$ cat src/rtl/water_pkg.sv
// Shared definitions for the reading formatter.
//   fmt_state_t  : converter FSM states
//   BLANK_NIBBLE : display code for an unlit digit
//   DISP_DIGITS  : digits on the downstream display
//   BCD_DIGITS   : decimal digits needed for a 16-bit reading
package water_pkg;

  typedef enum logic [1:0] {IDLE, SHIFT, FORMAT} fmt_state_t;

  localparam logic [3:0]  BLANK_NIBBLE = 4'hF;
  localparam int unsigned DISP_DIGITS  = 8;
  localparam int unsigned BCD_DIGITS   = 5;
  localparam int unsigned BIN_W        = 16;

endpackage

$ cat src/rtl/reading_formatter_if.sv
// Handshake/data bundle between a reading source and reading_formatter.
//   start, value      : conversion request and raw reading (source -> formatter)
//   number, dp_list   : packed display digits and decimal-point mask
//   busy, done        : conversion in progress / one-cycle result strobe
interface reading_formatter_if;
  logic        start;
  logic [15:0] value;
  logic [31:0] number;
  logic [7:0]  dp_list;
  logic        busy;
  logic        done;

  modport master (
    output start, value,
    input  number, dp_list, busy, done
  );

  modport slave (
    input  start, value,
    output number, dp_list, busy, done
  );
endinterface

$ cat src/rtl/bcd_add3.sv
// Double-dabble digit adjust: a BCD digit of 5 or more gets 3 added so the
// following left shift carries correctly into the next decimal digit.
//   digit_i : BCD digit before adjust
//   digit_o : adjusted digit
module bcd_add3 (
  input  logic [3:0] digit_i,
  output logic [3:0] digit_o
);
  assign digit_o = (digit_i >= 4'd5) ? digit_i + 4'd3 : digit_i;
endmodule

$ cat src/rtl/reading_formatter.sv
// Converts a 16-bit fixed-point reading into an 8-digit packed display word
// with leading-zero blanking and a decimal-point mask.
//   clk, rst : clock, asynchronous active-high reset
//   bus      : slave side of reading_formatter_if (start/value in,
//              number/dp_list/busy/done out)
// Timing: start accepted on edge N, 16 shift edges N+1..N+16, result and
// done on edge N+17.
module reading_formatter
  import water_pkg::*;
#(
  parameter int unsigned FRAC_DIGITS = 2
) (
  input  logic               clk,
  input  logic               rst,
  reading_formatter_if.slave bus
);

  fmt_state_t  state_q, state_d;
  logic [15:0] bin_q, bin_d;
  logic [19:0] bcd_q, bcd_d;
  logic [4:0]  cnt_q, cnt_d;
  logic [31:0] number_q, number_d;
  logic [7:0]  dp_q, dp_d;
  logic        done_q, done_d;

  logic [19:0] bcd_adj;
  logic [31:0] fmt_word;
  logic [7:0]  dp_mask;
  logic        blanking;
  logic [3:0]  digit;

  for (genvar g = 0; g < int'(BCD_DIGITS); g++) begin : g_add3
    bcd_add3 u_add3 (
      .digit_i(bcd_q[4*g +: 4]),
      .digit_o(bcd_adj[4*g +: 4])
    );
  end

  // Blank leading zeros from the top digit down, stopping at the first
  // nonzero digit; the units digit and the fractional digits always show.
  always_comb begin
    fmt_word = '1;
    blanking = 1'b1;
    digit    = 4'd0;
    for (int i = int'(BCD_DIGITS) - 1; i >= 0; i--) begin
      digit = bcd_q[4*i +: 4];
      if (blanking && (i > int'(FRAC_DIGITS)) && (digit == 4'd0)) begin
        fmt_word[4*i +: 4] = BLANK_NIBBLE;
      end else begin
        fmt_word[4*i +: 4] = digit;
        blanking           = 1'b0;
      end
    end
  end

  assign dp_mask = (FRAC_DIGITS > 0) ? 8'(8'd1 << FRAC_DIGITS) : 8'h00;

  always_comb begin
    state_d  = state_q;
    bin_d    = bin_q;
    bcd_d    = bcd_q;
    cnt_d    = cnt_q;
    number_d = number_q;
    dp_d     = dp_q;
    done_d   = 1'b0;
    case (state_q)
      IDLE: begin
        if (bus.start) begin
          bin_d   = bus.value;
          bcd_d   = '0;
          cnt_d   = '0;
          state_d = SHIFT;
        end
      end
      SHIFT: begin
        {bcd_d, bin_d} = {bcd_adj, bin_q} << 1;
        cnt_d          = cnt_q + 5'd1;
        if (cnt_q == 5'd15) begin
          state_d = FORMAT;
        end
      end
      FORMAT: begin
        number_d = fmt_word;
        dp_d     = dp_mask;
        done_d   = 1'b1;
        state_d  = IDLE;
      end
      default: state_d = IDLE;
    endcase
  end

  always_ff @(posedge clk or posedge rst) begin
    if (rst) begin
      state_q  <= IDLE;
      bin_q    <= '0;
      bcd_q    <= '0;
      cnt_q    <= '0;
      number_q <= '1;
      dp_q     <= '0;
      done_q   <= 1'b0;
    end else begin
      state_q  <= state_d;
      bin_q    <= bin_d;
      bcd_q    <= bcd_d;
      cnt_q    <= cnt_d;
      number_q <= number_d;
      dp_q     <= dp_d;
      done_q   <= done_d;
    end
  end

  assign bus.number  = number_q;
  assign bus.dp_list = dp_q;
  assign bus.busy    = (state_q != IDLE);
  assign bus.done    = done_q;

endmodule

$ cat src/flat_wrapper.sv
// flat-port wrapper written by rule: the top's interface ports become plain ports
module reading_formatter_flat import water_pkg::*;
#(
  parameter int unsigned FRAC_DIGITS = 2
)
  (clk, rst, bus_start, bus_value, bus_number, bus_dp_list, bus_busy, bus_done);
  reading_formatter_if bus_i ();
  input  logic clk;
  input  logic rst;
  input wire logic [$bits(bus_i.start)-1:0] bus_start;
  input wire logic [$bits(bus_i.value)-1:0] bus_value;
  output wire logic [$bits(bus_i.number)-1:0] bus_number;
  output wire logic [$bits(bus_i.dp_list)-1:0] bus_dp_list;
  output wire logic [$bits(bus_i.busy)-1:0] bus_busy;
  output wire logic [$bits(bus_i.done)-1:0] bus_done;
  assign bus_i.start = bus_start;
  assign bus_i.value = bus_value;
  assign bus_number = bus_i.number;
  assign bus_dp_list = bus_i.dp_list;
  assign bus_busy = bus_i.busy;
  assign bus_done = bus_i.done;
  reading_formatter #(.FRAC_DIGITS(FRAC_DIGITS)) u_core (.clk(clk), .rst(rst), .bus(bus_i));
endmodule
$ cat config.mk
export PLATFORM = sky130hd
export DESIGN_NAME = reading_formatter_flat
export DESIGN_NICKNAME = d
export VERILOG_FILES = /design/src/rtl/water_pkg.sv /design/src/rtl/reading_formatter_if.sv /design/src/rtl/bcd_add3.sv /design/src/rtl/reading_formatter.sv /design/src/flat_wrapper.sv
export SDC_FILE = /design/constraint.sdc
export NUM_CORES = 1
export LEC_CHECK = 0
export CAP_MARGIN = 20
export CORE_MARGIN = 2
export CORE_UTILIZATION = 35
export DETAILED_ROUTE_END_ITERATION = 16
export GPL_TIMING_DRIVEN = 0
export PLACE_DENSITY_LB_ADDON = 0.15
export SETUP_SLACK_MARGIN = 0.15
export SYNTH_ARGS = -nofsm -noshare
export SYNTH_HDL_FRONTEND = slang
export SYNTH_SLANG_ARGS = --single-unit
$ cat constraint.sdc
create_clock -name clk -period 1.9 [get_ports clk]
set_input_delay 0.38 -clock clk [delete_from_list [all_inputs] [get_ports clk]]
set_output_delay 0.38 -clock clk [all_outputs]
set_load 0.1 [all_outputs]
Yosys cells after proc, flatten, opt, wreduce, memory -nomap -nowiden:

Index checks and enable logic that the tools add are counted.

* add/subtract/negate cells: 6
* order comparisons: 5
* equal/unequal tests: 5
* mux-type cells: 18
* reduce and logical (&&, ||, !) cells: 8

Operators with widths (count)
* one-hot mux 20 bit (2 select lines): 1
* one-hot mux 16 bit (2 select lines): 1
* two-way mux 4 bit: 6
* >= comparator 4 x 3 -> 1 bit, second input constant: 5
* two-way mux 20 bit: 1
* adder 4 x 2 -> 4 bit, second input constant: 4
* two-way mux 16 bit: 1
* one-hot mux 5 bit (2 select lines): 1
* logical NOT 4 bit: 2
* adder 5 x 1 -> 5 bit, second input constant: 1
* == test 5 x 4 -> 1 bit, second input constant: 1
* two-way mux 5 bit: 1
* two-way mux 2 bit: 2
* one-hot mux 2 bit (2 select lines): 1
* AND reduction 2 bit: 2
* nonzero test 2 bit: 2
* adder 3 x 2 -> 3 bit, second input constant: 1
* two-way mux 3 bit: 1
* == test 2 x 1 -> 1 bit, second input constant: 1
* == test 2 bit, second input constant: 1
* logical NOT 2 bit: 1
* two-way mux 1 bit: 2
* != test 2 x 1 -> 1 bit, second input constant: 1
* != test 2 bit, second input constant: 1
* logical AND 1 bit: 1

* register bits: 65
* input port bits: 19
* output and inout port bits: 42
* logic and storage cells: 49

Logic depth before layout (Yosys ltp):

* depth in word-level cells: 4
* gate-level depth with buffers: 6
* depth with buffers taken out: 6

By module:

From an unflattened synthesis, not the netlist that was laid out.

* cell total of the unflattened synthesis: 361
* area total of the unflattened synthesis: 3420.8 um^2

By module, submodules not included
* reading_formatter: instances 1, cells an instance 281, area an instance 2914.0 um^2, seq. area each 1651.6 um^2
* bcd_add3: instances 5, cells an instance 16, area an instance 101.3 um^2, seq. area each 0.0 um^2

Least setup slack after synthesis:

No wires, ideal clock.

* path kind: register to output
* from: register u_core.state_q[0]
* to: output bus_busy
* data arrival time: 1.179 ns
* required time: 1.520 ns
* path slack: 0.341 ns
* cell stages (with the launch flop): 4
* path buffers: 2
* cell sequence: dfrtp_1 > clkbuf_2 > buf_6 > or2_2

* cells in the longest elaborated chain, start to end: 1

Ends and longest elaborated chain
* start: declaration: line reading_formatter.sv:18 `fmt_state_t state_q, state_d;`
* start signal: assignment: line reading_formatter.sv:102 `state_q <= state_d;`
* nonzero test 2 bit: line reading_formatter.sv:114 `assign bus.busy = (state_q != IDLE);`
* end: declaration: line flat_wrapper.sv:14 `output wire logic [$bits(bus_i.busy)-1:0] bus_busy;`

No other way between the ends.

Worst setup path after layout:

Ends and elaborated chain as after synthesis.

==> reports/qor.csv <==
stage,metric,value,unit
global_route,antenna violations before repair,0,
global_route,first-pass GRT wire length,11300,um
detailed_routing,DR iter-0 viols,89,
timing,final hold violations,0,
clocking,CTS tree,yes,
clocking,CTS Root Buffer Type,clkbuf_8,
global_route,vias in the first global route,2327,
logic_synthesis,"count leader, synth",dfrtp_1,
timing,Fin Clk Skew,0.0115,ns
logic_synthesis,Synth area leader,dfrtp_1,
logic_synthesis,mean post-synth cell area,10.2,um^2
timing,unrepaired setup endpoints after global routing,yes,
setup_path,CP Launch Type,flop,
logic_synthesis,main flop type after synthesis,dfrtp_1,
global_route,largest net degree at the start of global routing,34,
clocking,clock-pin slew on the worst setup and hold paths,0.07,ns
setup_path,critical path class,flop to output port,
detailed_routing,drt pass-1 iters,4,
die,core box area,9200,um^2
logic_synthesis,synthesized-area fraction occupied by and/or/nand/nor cells,0.135,
setup_path,crit end category,output port,
logic_synthesis,multiplexer share of the synthesized area,0.0205,
timing,Max-slew headroom,0.514,
logic_synthesis,Mapped Cells,322,
detailed_routing,DR WL/cell,13.8,um
die,Starting Density,0.358,
logic_synthesis,Post-Synth Adder-Cell Area,0.0494,
detailed_routing,vias per cell,4.78,
timing,worst slew pin tran,0.727,ns
logic_synthesis,synth top area cells,"dfrtp_1, dfstp_2, o21ai_0",
detailed_routing,routed vias,2463,
setup_path,CP required,1.52,ns
setup_path,CP max FO,5,
timing,FMAX,0.555,GHz
finish,area of the multi-input gates,1390,um^2
logic_synthesis,Synth top cells by count,"dfrtp_1, nand2_1, o21ai_0",
logic_synthesis,synthesized cell area,3290,um^2
global_route,GR Overflow Total,0,
logic_synthesis,post-synthesis compound-gate area fraction,0.178,
power,Max VDD drop,552,uV
die,Die X-Extent,101,um
placed_design,PortBufs,41,
clocking,clk sinks,65,
logic_synthesis,XOR/XNOR share of the synthesized area,0.0133,
logic_synthesis,Cell variety after synth,40,
finish,share of cells above drive strength 1,0.297,
timing,Final Slew Violations,0,
detailed_routing,# DRC,0,
detailed_routing,ANT nets after route,0,
finish,Finished Core Util,0.448,
clocking,Clock Path Buffers,2,
logic_synthesis,async set-or-reset flop fraction in the synthesized netlist,1.00,
timing,Final Cycle Share,0.948,
placed_design,gpl congestion,0.788,
timing,"Min Clock Period, post-route",1.80,ns
timing,Fin Setup TNS,0,ns
logic_synthesis,sequential cell area fraction in the yosys report,0.501,
logic_synthesis,Yosys top cell area share,0.342,
min_path,class of the worst hold path,flop to flop,
die,Die Ht,101,um
power,LEAKAGE,0.00193,uW
die,die area,10200,um^2
die,# IOs,61,
finish,Register Area,1650,um^2
finish,final layout net count,431,
logic_synthesis,largest family of logic cells by synthesized area,compound AO/OA/AOI/OAI gates,
placed_design,Post-DP HPWL,4800,um
clocking,clock buffers created by TritonCTS,9,
clocking,H-tree depth,3,
finish,diode count,0,
die,Rows,35,
finish,Syn-to-layout area delta,25.1,%
power,pwr dens,1600,nW/um^2
status,status,finished clean,
global_route,Total GRT Usage,0.144,
logic_synthesis,Synth warnings,0,
placed_design,pre-CTS setup slack,-0.520,ns
logic_synthesis,"FF+latch count, synth",65,
detailed_routing,Routed WL,7130,um
job,max_cap viols,0,
timing,worst hold slack,0.451,ns
timing,Setup Viol. Count Final,0,
setup_path,WP data arrival,1.42,ns
timing,post-route setup slack,0.0990,ns
finish,fill cell instance count of the final layout,914,
clocking,clk_lat worst skew,0.35,ns
logic_synthesis,Post-synth EDFFs,0,
-- worst paths after layout --
path                       slack, ns                           endpoint  depth (start not counted)                               from
setup / recovery                 0.1                           bus_busy                          4      u_core.state_q[0]$_DFFE_PP0P_
hold / removal                  0.45  u_core.bus.number[14]$_DFFE_PP1P_                          2  u_core.bus.number[14]$_DFFE_PP1P_
setup reg to reg                0.30       u_core.bcd_q[14]$_DFFE_PP0P_                          6       u_core.bcd_q[12]$_DFFE_PP0P_
hold reg to reg                 0.45  u_core.bus.number[14]$_DFFE_PP1P_                          2  u_core.bus.number[14]$_DFFE_PP1P_
max in group asynchronous       0.73  u_core.bus.number[14]$_DFFE_PP1P_                          3                                rst
min in group asynchronous       0.49        u_core.bin_q[1]$_DFFE_PP0P_                          2                                rst
-- critical path, cell delays in order (launching register included) --
cell and delay, ns:
dfrtp_1 0.40, buf_8 0.13, buf_8 0.12, or2_4 0.26, buf_12 0.17
-- power breakdown --
group	total, uW	internal [uW]	switching, uW	leakage, uW
clock network	1200	638	560	0.0000953
registers	2290	1920	368	0.000783
logic	3110	1100	2010	0.00106
-- registers in the layout, summed over array words and instances (netlist names) --
| name | count |
|---|---|
| u_core.cnt_q | 5 |
| u_core.bus.dp_list | 1 |
| u_core.bus.done | 1 |
| u_core.bcd_q | 20 |
| u_core.bin_q | 16 |
| u_core.state_q | 2 |
| u_core.bus.number | 20 |
-- cell usage in the layout, fill, tap and decap left out, types with 2 or more instances in the layout --
cell | netlist | layout
dfrtp_1 | 45 | 44
nand2_1 | 40 | 40
o21ai_0 | 35 | 35
buf_4 | 22 | 30
buf_2 | 8 | 27
dfstp_2 | 20 | 20
a21oi_1 | 20 | 19
conb_1 | 2 | 19
clkdlybuf4s50_1 | 0 | 18
inv_1 | 16 | 15
ha_1 | 13 | 13
o22ai_1 | 10 | 10
clkbuf_8 | 0 | 10
nor2_1 | 9 | 9
and3b_1 | 8 | 8
nand2b_1 | 7 | 7
a22oi_1 | 7 | 7
mux2_2 | 6 | 6
a32o_1 | 5 | 5
xnor2_1 | 5 | 5
buf_6 | 5 | 4
o31ai_2 | 4 | 4
nor3b_1 | 4 | 4
nor3_1 | 4 | 4
o21ai_1 | 3 | 3
clkinvlp_4 | 0 | 3
nand3_1 | 3 | 3
a221o_1 | 3 | 3
buf_8 | 0 | 2
clkbuf_1 | 1 | 2
and3_1 | 2 | 2
a22o_1 | 2 | 2
o311ai_1 | 2 | 2
clkinv_2 | 0 | 2
buf_12 | 0 | 2
clkdlybuf4s15_2 | 0 | 2
-- timing repair --
| action | CTS | global route |
|---|---|---|
| hold buffers | 0 | 0 |
| cloned | 0 | 0 |
| hold endpoints to repair | 0 | 0 |
| setup buffers | 1 | 6 |
| pin swaps | 0 | 1 |
| endpoints found under the setup margin | 23 | 4 |
| gates resized for setup | 119 | 5 |
-- final cells by class --
class                           instances  area share
Buffer                                 37      0.0695
Clock buffer                           11      0.0343
Clock inverter                          5      0.0134
Inverter                               16      0.0155
Multi-Input combinational cell        221       0.337
Sequential cell                        65       0.401
Tap cell                              111      0.0337
Timing Repair Buffer                   49      0.0959
-- through the flow --
step,cells,power (uW),cell area (um^2)
after floorplan,339,4720,3360
after global placement,491,5310,3910
after detailed placement,492,5380,3930
after CTS,509,6540,4060
after global routing,515,7010,4120
final,515,6590,4120
-- logic make-up after synthesis --
family / Yosys count
buf+inv: 53
flops: 65
xor+xnor: 5
other cells: 2
simple gates: 85
compound gates: 93
fa+ha+maj: 13
mux: 6
-- layer usage --
metal	vias to the layer above	GRT usage	share of wire
met4	0	0.0530	0.015
met3	10	0.0361	0.040
met2	49	0.223	0.44
li1	1237	-	-
met5	-	0	0
met1	1167	0.195	0.50
(Power assumes the default switching activity.)
